[src/rtl/alu_pkg.sv]
// Shared ALU issue definitions: ALU control codes and MIPS opcode/funct encodings.
package alu_pkg;

  localparam int ALU_DATA_W = 32;

  localparam logic [3:0] ALU_AND = 4'b0000;
  localparam logic [3:0] ALU_OR  = 4'b0001;
  localparam logic [3:0] ALU_ADD = 4'b0010;
  localparam logic [3:0] ALU_SUB = 4'b0110;
  localparam logic [3:0] ALU_SLT = 4'b0111;
  localparam logic [3:0] ALU_NOR = 4'b1100;
  localparam logic [3:0] ALU_SLL = 4'b1110;
  localparam logic [3:0] ALU_SRL = 4'b1010;
  localparam logic [3:0] ALU_SRA = 4'b1011;

  localparam logic [5:0] OPC_RTYPE = 6'b000000;
  localparam logic [5:0] OPC_BEQ   = 6'b000100;
  localparam logic [5:0] OPC_BNE   = 6'b000101;
  localparam logic [5:0] OPC_ADDI  = 6'b001000;
  localparam logic [5:0] OPC_ADDIU = 6'b001001;
  localparam logic [5:0] OPC_SLTI  = 6'b001010;
  localparam logic [5:0] OPC_SLTIU = 6'b001011;
  localparam logic [5:0] OPC_ANDI  = 6'b001100;
  localparam logic [5:0] OPC_ORI   = 6'b001101;
  localparam logic [5:0] OPC_LUI   = 6'b001111;
  localparam logic [5:0] OPC_LW    = 6'b100011;
  localparam logic [5:0] OPC_SW    = 6'b101011;

  localparam logic [5:0] FN_SLL  = 6'b000000;
  localparam logic [5:0] FN_SRL  = 6'b000010;
  localparam logic [5:0] FN_SRA  = 6'b000011;
  localparam logic [5:0] FN_SLLV = 6'b000100;
  localparam logic [5:0] FN_SRLV = 6'b000110;
  localparam logic [5:0] FN_SRAV = 6'b000111;
  localparam logic [5:0] FN_ADD  = 6'b100000;
  localparam logic [5:0] FN_ADDU = 6'b100001;
  localparam logic [5:0] FN_SUB  = 6'b100010;
  localparam logic [5:0] FN_SUBU = 6'b100011;
  localparam logic [5:0] FN_AND  = 6'b100100;
  localparam logic [5:0] FN_OR   = 6'b100101;
  localparam logic [5:0] FN_NOR  = 6'b100111;
  localparam logic [5:0] FN_SLT  = 6'b101010;
  localparam logic [5:0] FN_SLTU = 6'b101011;

endpackage

[src/rtl/alu_op_decode.sv]
// Combinational decode of MIPS opcode/funct into ALU control code and operands A/B.
module alu_op_decode
  import alu_pkg::*;
#(
  parameter int         DATA_W     = ALU_DATA_W,
  parameter logic [3:0] ILLEGAL_OP = 4'b0000
) (
  input  logic [5:0]        opcode,
  input  logic [5:0]        funct,
  input  logic [4:0]        shamt,
  input  logic [15:0]       imm,
  input  logic [DATA_W-1:0] rs_data,
  input  logic [DATA_W-1:0] rt_data,
  output logic [3:0]        alu_ctrl,
  output logic [DATA_W-1:0] a,
  output logic [DATA_W-1:0] b,
  output logic              illegal
);

  logic [DATA_W-1:0] imm_sx;
  logic [DATA_W-1:0] imm_zx;
  logic [DATA_W-1:0] shamt_zx;

  assign imm_sx   = {{(DATA_W-16){imm[15]}}, imm};
  assign imm_zx   = {{(DATA_W-16){1'b0}}, imm};
  assign shamt_zx = {{(DATA_W-5){1'b0}}, shamt};

  always_comb begin
    alu_ctrl = ILLEGAL_OP;
    a        = '0;
    b        = '0;
    illegal  = 1'b0;
    if (opcode == OPC_RTYPE) begin
      case (funct)
        FN_ADD, FN_ADDU: begin alu_ctrl = ALU_ADD; a = rs_data; b = rt_data; end
        FN_SUB, FN_SUBU: begin alu_ctrl = ALU_SUB; a = rs_data; b = rt_data; end
        FN_AND:          begin alu_ctrl = ALU_AND; a = rs_data; b = rt_data; end
        FN_OR:           begin alu_ctrl = ALU_OR;  a = rs_data; b = rt_data; end
        FN_NOR:          begin alu_ctrl = ALU_NOR; a = rs_data; b = rt_data; end
        FN_SLT, FN_SLTU: begin alu_ctrl = ALU_SLT; a = rs_data; b = rt_data; end
        // Shifts operate on rt; the amount travels in B[4:0]
        FN_SLL:          begin alu_ctrl = ALU_SLL; a = rt_data; b = shamt_zx; end
        FN_SRL:          begin alu_ctrl = ALU_SRL; a = rt_data; b = shamt_zx; end
        FN_SRA:          begin alu_ctrl = ALU_SRA; a = rt_data; b = shamt_zx; end
        FN_SLLV:         begin alu_ctrl = ALU_SLL; a = rt_data; b = rs_data;  end
        FN_SRLV:         begin alu_ctrl = ALU_SRL; a = rt_data; b = rs_data;  end
        FN_SRAV:         begin alu_ctrl = ALU_SRA; a = rt_data; b = rs_data;  end
        default:         illegal = 1'b1;
      endcase
    end else begin
      case (opcode)
        OPC_ADDI, OPC_ADDIU, OPC_LW, OPC_SW: begin
          alu_ctrl = ALU_ADD; a = rs_data; b = imm_sx;
        end
        OPC_SLTI, OPC_SLTIU: begin alu_ctrl = ALU_SLT; a = rs_data; b = imm_sx; end
        OPC_ANDI:            begin alu_ctrl = ALU_AND; a = rs_data; b = imm_zx; end
        OPC_ORI:             begin alu_ctrl = ALU_OR;  a = rs_data; b = imm_zx; end
        OPC_BEQ, OPC_BNE:    begin alu_ctrl = ALU_SUB; a = rs_data; b = rt_data; end
        // lui is realised as imm << 16
        OPC_LUI:             begin alu_ctrl = ALU_SLL; a = imm_zx; b = DATA_W'(16); end
        default:             illegal = 1'b1;
      endcase
    end
  end

endmodule

[src/rtl/alu_issue_stage.sv]
// ALU issue stage: decodes an instruction and holds it in one ID->EX register slot
// behind a valid/ready handshake with flush.
module alu_issue_stage
  import alu_pkg::*;
#(
  parameter int         DATA_W     = ALU_DATA_W,
  parameter logic [3:0] ILLEGAL_OP = 4'b0000
) (
  input  logic              clk,
  input  logic              reset,
  input  logic              in_valid,
  output logic              in_ready,
  input  logic [5:0]        opcode,
  input  logic [5:0]        funct,
  input  logic [4:0]        shamt,
  input  logic [15:0]       imm,
  input  logic [DATA_W-1:0] rs_data,
  input  logic [DATA_W-1:0] rt_data,
  input  logic              flush,
  output logic              ex_valid,
  input  logic              ex_ready,
  output logic [3:0]        ex_alu_ctrl,
  output logic [DATA_W-1:0] ex_a,
  output logic [DATA_W-1:0] ex_b,
  output logic              ex_illegal
);

  logic [3:0]        dec_ctrl;
  logic [DATA_W-1:0] dec_a;
  logic [DATA_W-1:0] dec_b;
  logic              dec_illegal;

  alu_op_decode #(
    .DATA_W     (DATA_W),
    .ILLEGAL_OP (ILLEGAL_OP)
  ) u_decode (
    .opcode   (opcode),
    .funct    (funct),
    .shamt    (shamt),
    .imm      (imm),
    .rs_data  (rs_data),
    .rt_data  (rt_data),
    .alu_ctrl (dec_ctrl),
    .a        (dec_a),
    .b        (dec_b),
    .illegal  (dec_illegal)
  );

  logic              ex_valid_q,   ex_valid_d;
  logic [3:0]        ex_ctrl_q,    ex_ctrl_d;
  logic [DATA_W-1:0] ex_a_q,       ex_a_d;
  logic [DATA_W-1:0] ex_b_q,       ex_b_d;
  logic              ex_illegal_q, ex_illegal_d;
  logic              accept;

  assign in_ready = !ex_valid_q || ex_ready;
  assign accept   = in_valid && in_ready && !flush;

  always_comb begin
    ex_valid_d   = ex_valid_q;
    ex_ctrl_d    = ex_ctrl_q;
    ex_a_d       = ex_a_q;
    ex_b_d       = ex_b_q;
    ex_illegal_d = ex_illegal_q;
    // Flush wins over accept; data regs are left stale since ex_valid masks them
    if (flush) begin
      ex_valid_d = 1'b0;
    end else if (accept) begin
      ex_valid_d   = 1'b1;
      ex_ctrl_d    = dec_ctrl;
      ex_a_d       = dec_a;
      ex_b_d       = dec_b;
      ex_illegal_d = dec_illegal;
    end else if (ex_ready) begin
      ex_valid_d = 1'b0;
    end
  end

  // ID -> EX register
  always_ff @(posedge clk or posedge reset) begin
    if (reset) begin
      ex_valid_q   <= 1'b0;
      ex_ctrl_q    <= ILLEGAL_OP;
      ex_a_q       <= '0;
      ex_b_q       <= '0;
      ex_illegal_q <= 1'b0;
    end else begin
      ex_valid_q   <= ex_valid_d;
      ex_ctrl_q    <= ex_ctrl_d;
      ex_a_q       <= ex_a_d;
      ex_b_q       <= ex_b_d;
      ex_illegal_q <= ex_illegal_d;
    end
  end

  assign ex_valid    = ex_valid_q;
  assign ex_alu_ctrl = ex_ctrl_q;
  assign ex_a        = ex_a_q;
  assign ex_b        = ex_b_q;
  assign ex_illegal  = ex_illegal_q;

endmodule

[config.mk]
export PLATFORM = sky130hd
export DESIGN_NAME = alu_issue_stage
export DESIGN_NICKNAME = d
export VERILOG_FILES = /design/src/rtl/alu_pkg.sv /design/src/rtl/alu_op_decode.sv /design/src/rtl/alu_issue_stage.sv
export SDC_FILE = /design/constraint.sdc
export NUM_CORES = 1
export LEC_CHECK = 0
export BUFFER_PORTS_ARGS = -buffer_cell sky130_fd_sc_hd__buf_2
export CORE_MARGIN = 4
export CORE_UTILIZATION = 49
export DETAILED_ROUTE_END_ITERATION = 16
export PLACE_DENSITY = 0.9
export RECOVER_POWER = 25
export SLEW_MARGIN = 25
export SYNTH_ARGS = -nofsm -noshare
export SYNTH_HDL_FRONTEND = slang
export SYNTH_HIERARCHICAL = 1
export SYNTH_SLANG_ARGS = --single-unit
[constraint.sdc]
create_clock -name clk -period 2.6 [get_ports clk]
set_clock_uncertainty 0.2 [all_clocks]
set_input_delay 0.52 -clock clk [delete_from_list [all_inputs] [get_ports clk]]
set_output_delay 0.52 -clock clk [all_outputs]
set_load 0.01 [all_outputs]
==> flow_metrics.env, run 1 <==
export IMPL_status="finished, violations left"
export IMPL_violations="max-capacitance violations, max-slew violations"
export IMPL_syn2layout_area_growth_pct=29.16
export IMPL_wl_met2_um=6215
export IMPL_max_cap_viol_count=1
export IMPL_holdCritPathClass="in2reg"
export IMPL_port_buffers=172
export IMPL_finalSetupViolations=0
export IMPL_setup_tns_ps=0
export IMPL_dp_cells=620
export IMPL_worstPathArrival_ps=2370
export IMPL_core_area_mm2=0.008175
export IMPL_cts_tree="yes"
export IMPL_grt_pass1_wl_um=20230
export IMPL_initial_core_util_pct=50.18
export IMPL_globalRouteOverflowTotal=0
export IMPL_cpPeakStageDelay_ps=800
export IMPL_grt_pass1_vias=4085
export IMPL_routed_via_count=3972
export IMPL_cts_root_buf="clkbuf_8"
export IMPL_avgSynthCellArea_um2=11.56
export IMPL_synth_cell_types=46
export IMPL_grt_max_degree=70
export IMPL_io_pins=173
export IMPL_synth_seq_cells=70
export IMPL_wl_um=12460
export IMPL_cp_required_ps=2670
export IMPL_slew_headroom_pct=-15.67
export IMPL_synth_top_cell_area_share_pct=42.70
export IMPL_yosysSeqAreaShare_pct=42.70
export IMPL_htree_levels=3
export IMPL_grtUsageTotal_pct=25.41
export IMPL_wl_met3_um=1238
export IMPL_synth_warnings=6
export IMPL_clockBufferDepth=2
export IMPL_cp_max_fo=20
export IMPL_max_freq_ghz=0.4351
export IMPL_worst_path_buf_inv=1
export IMPL_instances_no_fill=636
export IMPL_startpoint_type="primary input"
export IMPL_power_density_mw_per_mm2=508.9
export IMPL_syn_cell_area_mm2=0.004103
export IMPL_numCtsBuffers=9
export IMPL_fin_crit_sh_pct=88.40
export IMPL_dr_pass1_iters=5
export IMPL_min_period_ps=2299
export IMPL_post_route_util_pct=64.81
export IMPL_path_cells="buf_2, nor4_4, nand2_2, o21bai_2, a221o_1, mux2_1"
export IMPL_top_layer_used="met4"
export IMPL_dp_hpwl_um=8971
export IMPL_die_w_um=99.51
export IMPL_finalHoldViolCount=0
export IMPL_synth_area_leaders="dfrtp_1 43%, mux2_2 16%, a22o_1 6.8%"
export IMPL_drtIter0Drc=207
export IMPL_antenna_cells=0
export IMPL_die_y_um=99.51
export IMPL_avgViaCountPerCell=6.245
export IMPL_critPathTopFamily="compound AO/OA/AOI/OAI gates"
export IMPL_synth_top_area_cell="dfrtp_1"
export IMPL_slowest_stage="o21bai_2"
export IMPL_clock_sinks=70
export IMPL_gp_congestion=0.8806
export IMPL_irDropWorstVdd_mv=0.2958
export IMPL_cts_setup_buffers=0
export IMPL_cts_hold_buf=0
export IMPL_crit_type="in2reg"
export IMPL_antenna_found_initial=0
export IMPL_clock_latency_ps=340
export IMPL_wl_per_cell_um=19.60
export IMPL_antenna_left=0
export IMPL_hold_ws_ps=164.7
export IMPL_synth_fp_nets=457
export IMPL_rsz0062_at_grt="false"
export IMPL_p_leak_uw=0.002867
export IMPL_cp_end_kind="flip-flop"
export IMPL_row_count=33
export IMPL_fin_nets=628
export IMPL_fill_cells=650
export IMPL_drc=0
export IMPL_syn_inst=355
export IMPL_clk_pin_slew_ps=90
export IMPL_ctsResizeCount=0
export IMPL_met1_length_um=4708
export IMPL_drive_above_1_share_pct=51.98
export IMPL_drv_slew=33
export IMPL_worstMarginPinSlew_ps=1735
export IMPL_die_area_mm2=0.009901
[stage by stage]
| step | cell area (µm²) | setup WS, ps | power [µW] |
|---|---|---|---|
| finish | 5299 | 301.5 | 2697 |
| global route | 5299 | 236.1 | 2831 |
| CTS | 5305 | 367.4 | 2723 |
| detailed placement | 5084 | 32.69 | 1738 |
| global placement | 5084 | 100.7 | 1718 |
| floorplan | 4103 | 111.8 | 1488 |
[path summary, 6_finish.rpt]
path	startpoint	endpoint	slack, ps	cells past startpoint
min	flush	ex_valid$_DFFE_PP0P_	160	2
min reg2reg	ex_b[29]$_DFFE_PP0P_	ex_b[29]$_DFFE_PP0P_	290	1
min in group asynchronous	reset	ex_a[24]$_DFFE_PP0P_	300	3
max in group asynchronous	reset	ex_a[30]$_DFFE_PP0P_	590	3
max reg2reg	ex_valid$_DFFE_PP0P_	ex_a[30]$_DFFE_PP0P_	720	4
max	opcode[5]	ex_b[23]$_DFFE_PP0P_	300	6
[synth_stat cells, drive strengths merged]
cell type	instances
nor4	4
nor2b	5
inv	9
o22ai	4
o211ai	2
nor3	1
nand3	3
a22o	32
nand2	6
and2	3
a221oi	1
clkbuf	6
nor3b	1
a211o	1
a221o	20
mux2	70
o32ai	1
a32oi	12
a31oi	3
dfrtp	70
a21oi	7
a21boi	1
a22oi	11
mux2i	4
or4	2
a21o	17
nor2	14
o21ai	15
o21bai	2
nand2b	2
o31a	1
buf	23
o221ai	1
a211oi	1
[area by class of cell]
type                       instances  area, µm²  area share (%)
sequential                        70       1752           33.06
clock buffer                       9      123.9           2.338
timing repair buffer             189       1007           19.01
clock inverter                     7      97.59           1.842
multi-input combinational        247       2153           40.64
inverter                           9      33.78          0.6375
tap                              105      131.4           2.479
[registers in the layout (all words and copies together), names as in the netlist]
name,cells
ex_valid,1
ex_alu_ctrl,4
ex_b,32
ex_a,32
ex_illegal,1
[cells in the final DEF, fill, tap and decap left out, types with 8 or more instances in the layout]
cell / Yosys / final
a32oi_1: 12 / 12
inv_1: 8 / 8
a221o_1: 20 / 20
dfrtp_1: 70 / 70
o21ai_0: 11 / 11
clkbuf_8: 0 / 9
a21o_1: 17 / 17
a22oi_1: 11 / 11
buf_2: 14 / 172
mux2_1: 10 / 10
mux2_2: 60 / 60
a22o_1: 32 / 32
buf_4: 4 / 13
nor2_1: 12 / 12
[where the power goes]
part           total (µW)  switching [µW]  internal [µW]
Combinational         516             274            241
Sequential           1200            38.7           1160
Clock                 980             437            543
Total                2700             750           1950
[kinds of logic after synthesis]
group                  after synthesis  synth area share (%)
flip-flops                          70                 42.70
buffers and inverters               38                 5.184
AO/OA/AOI/OAI                      132                 25.56
multiplexers                        74                 20.19
AND/OR/NAND/NOR                     41                 6.374
[layer usage]
layer | vias to the layer above | global-route usage [%]
met5 | - | 0
li1 | 1739 | -
met4 | 0 | 9.979
met1 | 1935 | 31.61
met3 | 35 | 5.259
met2 | 263 | 43.29
(Power assumes the default switching activity.)
==> run 2: changes to the inputs <==
==> constraint.sdc (replaced) <==
create_clock -name clk -period 2.4 [get_ports clk]
set_clock_uncertainty 0.2 [all_clocks]
set_input_delay 0.48 -clock clk [delete_from_list [all_inputs] [get_ports clk]]
set_output_delay 0.48 -clock clk [all_outputs]
set_load 0.01 [all_outputs]
==> run 2 against run 1 <==
Effect of this change:
- final cell count up 0.16%
- design area is 0.31% higher
- wire length grew 0.46%
- register-to-register slack worse by 210 ps
- non-clock buffer count grew 1
- the flow still finishes with violations (max-capacitance violations, max-slew violations)
- power up 4.3%
- sequential cell count unchanged
- sequential share of layout area shrank 0.10 points
- setup slack worse by 160 ps
- hold slack got worse by 23 ps
- largest power group unchanged
- core utilization increased by 0.20 points
==> flow_metrics.env, run 2 (same netlist as run 1, synthesis figures left out) <==
export IMPL_setup_tns_ps=0
export IMPL_slowest_stage="o21bai_2"
export IMPL_grt_max_degree=71
export IMPL_path_cells="buf_2, nor2b_1, o22ai_1, nand2_1, o21bai_2, a221o_1, mux2_1"
export IMPL_drv_slew=71
export IMPL_status="finished, violations left"
export IMPL_cpPeakStageDelay_ps=800
export IMPL_final_cell_mix="171 x buf_2, 70 x dfrtp_1, 60 x mux2_2, 32 x a22o_1, 20 x a221o_1"
export IMPL_avgViaCountPerCell=6.149
export IMPL_antenna_cells=0
export IMPL_power_density_mw_per_mm2=529.1
export IMPL_io_pins=173
export IMPL_holdCritPathClass="in2reg"
export IMPL_finalHoldViolCount=0
export IMPL_cts_root_buf="clkbuf_8"
export IMPL_clock_sinks=70
export IMPL_slew_headroom_pct=-17.33
export IMPL_drtIter0Drc=190
export IMPL_die_area_mm2=0.009901
export IMPL_ctsResizeCount=0
export IMPL_gr_max_usage_layer="met2"
export IMPL_gr_usage_met3_pct=5.610
export IMPL_clock_latency_ps=330
export IMPL_globalRouteOverflowTotal=0
export IMPL_grt_pass1_vias=4176
export IMPL_die_y_um=99.51
export IMPL_wl_um=12520
export IMPL_htree_levels=3
export IMPL_antenna_found_initial=0
export IMPL_max_freq_ghz=0.4428
export IMPL_worstReg2RegStart="ex_valid$_DFFE_PP0P_"
export IMPL_met2_usage_pct=43.18
export IMPL_clk_pin_slew_ps=80
export IMPL_regArea_mm2=0.001752
export IMPL_cp_end_kind="flip-flop"
export IMPL_finalSetupViolations=0
export IMPL_numCtsBuffers=9
export IMPL_clockBufferDepth=2
export IMPL_layout_commonest_cell="buf_2"
export IMPL_worstSetupStartpoint="funct[1]"
export IMPL_drive_above_1_share_pct=52.26
export IMPL_power_uw=2812
export IMPL_routed_via_count=3917
export IMPL_wl_per_cell_um=19.66
export IMPL_startpoint_type="primary input"
export IMPL_die_w_um=99.51
export IMPL_cts_tree="yes"
export IMPL_critPathTopFamily="compound AO/OA/AOI/OAI gates"
export IMPL_core_area_mm2=0.008175
export IMPL_rsz0062_at_grt="false"
export IMPL_dr_pass1_iters=5
export IMPL_violations="max-capacitance violations, max-slew violations"
export IMPL_fin_nets=629
export IMPL_max_cap_viol_count=1
export IMPL_drc=0
export IMPL_worstMarginPinSlew_ps=1760
export IMPL_gp_congestion=0.9101
export IMPL_multi_input_area_mm2=0.002142
export IMPL_worst_path_buf_inv=1
export IMPL_initial_core_util_pct=50.18
export IMPL_cts_hold_buf=0
export IMPL_grt_pass1_wl_um=20050
export IMPL_fin_crit_sh_pct=94.09
export IMPL_irDropWorstVdd_mv=0.3071
export IMPL_grtUsageTotal_pct=25.17
export IMPL_antenna_left=0
export IMPL_dp_hpwl_um=8955
export IMPL_cp_required_ps=2460
export IMPL_grt_use_met1_pct=30.35
export IMPL_p_leak_uw=0.002869
export IMPL_port_buffers=172
export IMPL_syn2layout_area_growth_pct=29.55
export IMPL_min_period_ps=2258
export IMPL_cp_max_fo=20
export IMPL_worstPathArrival_ps=2320
export IMPL_hp_start="flush"
export IMPL_cts_setup_buffers=0
export IMPL_fill_cells=632
export IMPL_crit_type="in2reg"
export IMPL_row_count=33
-- run 2: changes by cell type in the layout (fill, tap and decap cells not counted), sizes merged --
cell	previous run	this run
buf	187	188
inv	10	9
clkinv	2	4
bufinv	2	1
-- run 2: worst paths after layout --
kind	to	slack, ps	cells after the start
worst max-delay path	ex_b[29]$_DFFE_PP0P_	140	7
worst min-delay path	ex_valid$_DFFE_PP0P_	140	2
worst max register to register	ex_b[12]$_DFFE_PP0P_	510	4
worst min register to register	ex_b[22]$_DFFE_PP0P_	300	1
max in group asynchronous	ex_b[27]$_DFFE_PP0P_	390	3
min in group asynchronous	ex_b[13]$_DFFE_PP0P_	570	3
-- run 2: per-layer routing --
metal | share of wire [%] | up-vias
met4 | 2.5 | 0
met1 | 38 | 1899
li1 | - | 1742
met2 | 51 | 239
met5 | 0 | -
met3 | 9.0 | 37
-- run 2: report_power, final --
| part | internal (µW) | switching, µW |
|---|---|---|
| registers | 1260 | 42.2 |
| clock network | 484 | 465 |
| logic | 265 | 298 |
-- run 2: cell type report --
cell class	count	share of cell area (%)
multi-input combinational	247	40.30
inverter	9	0.7062
tap	105	2.472
timing repair buffer	190	19.84
clock inverter	7	1.389
clock buffer	9	2.331
sequential	70	32.96
-- run 2: through the flow --
stage / area, µm² / hold slack, ps / utilization, % / setup WS [ps] / std cells
final: 5315 / 141.3 / 65.01 / 141.8 / 637
after CTS: 5331 / 42.22 / 65.21 / 206.8 / 637
after detailed placement: 5134 / 275.4 / 62.79 / -178.6 / 621
after global routing: 5315 / 117.2 / 65.01 / 57.77 / 637
after floorplan: 4106 / 328.8 / - / 249.3 / 355
after global placement: 5134 / 261.9 / 62.79 / -59.19 / 621
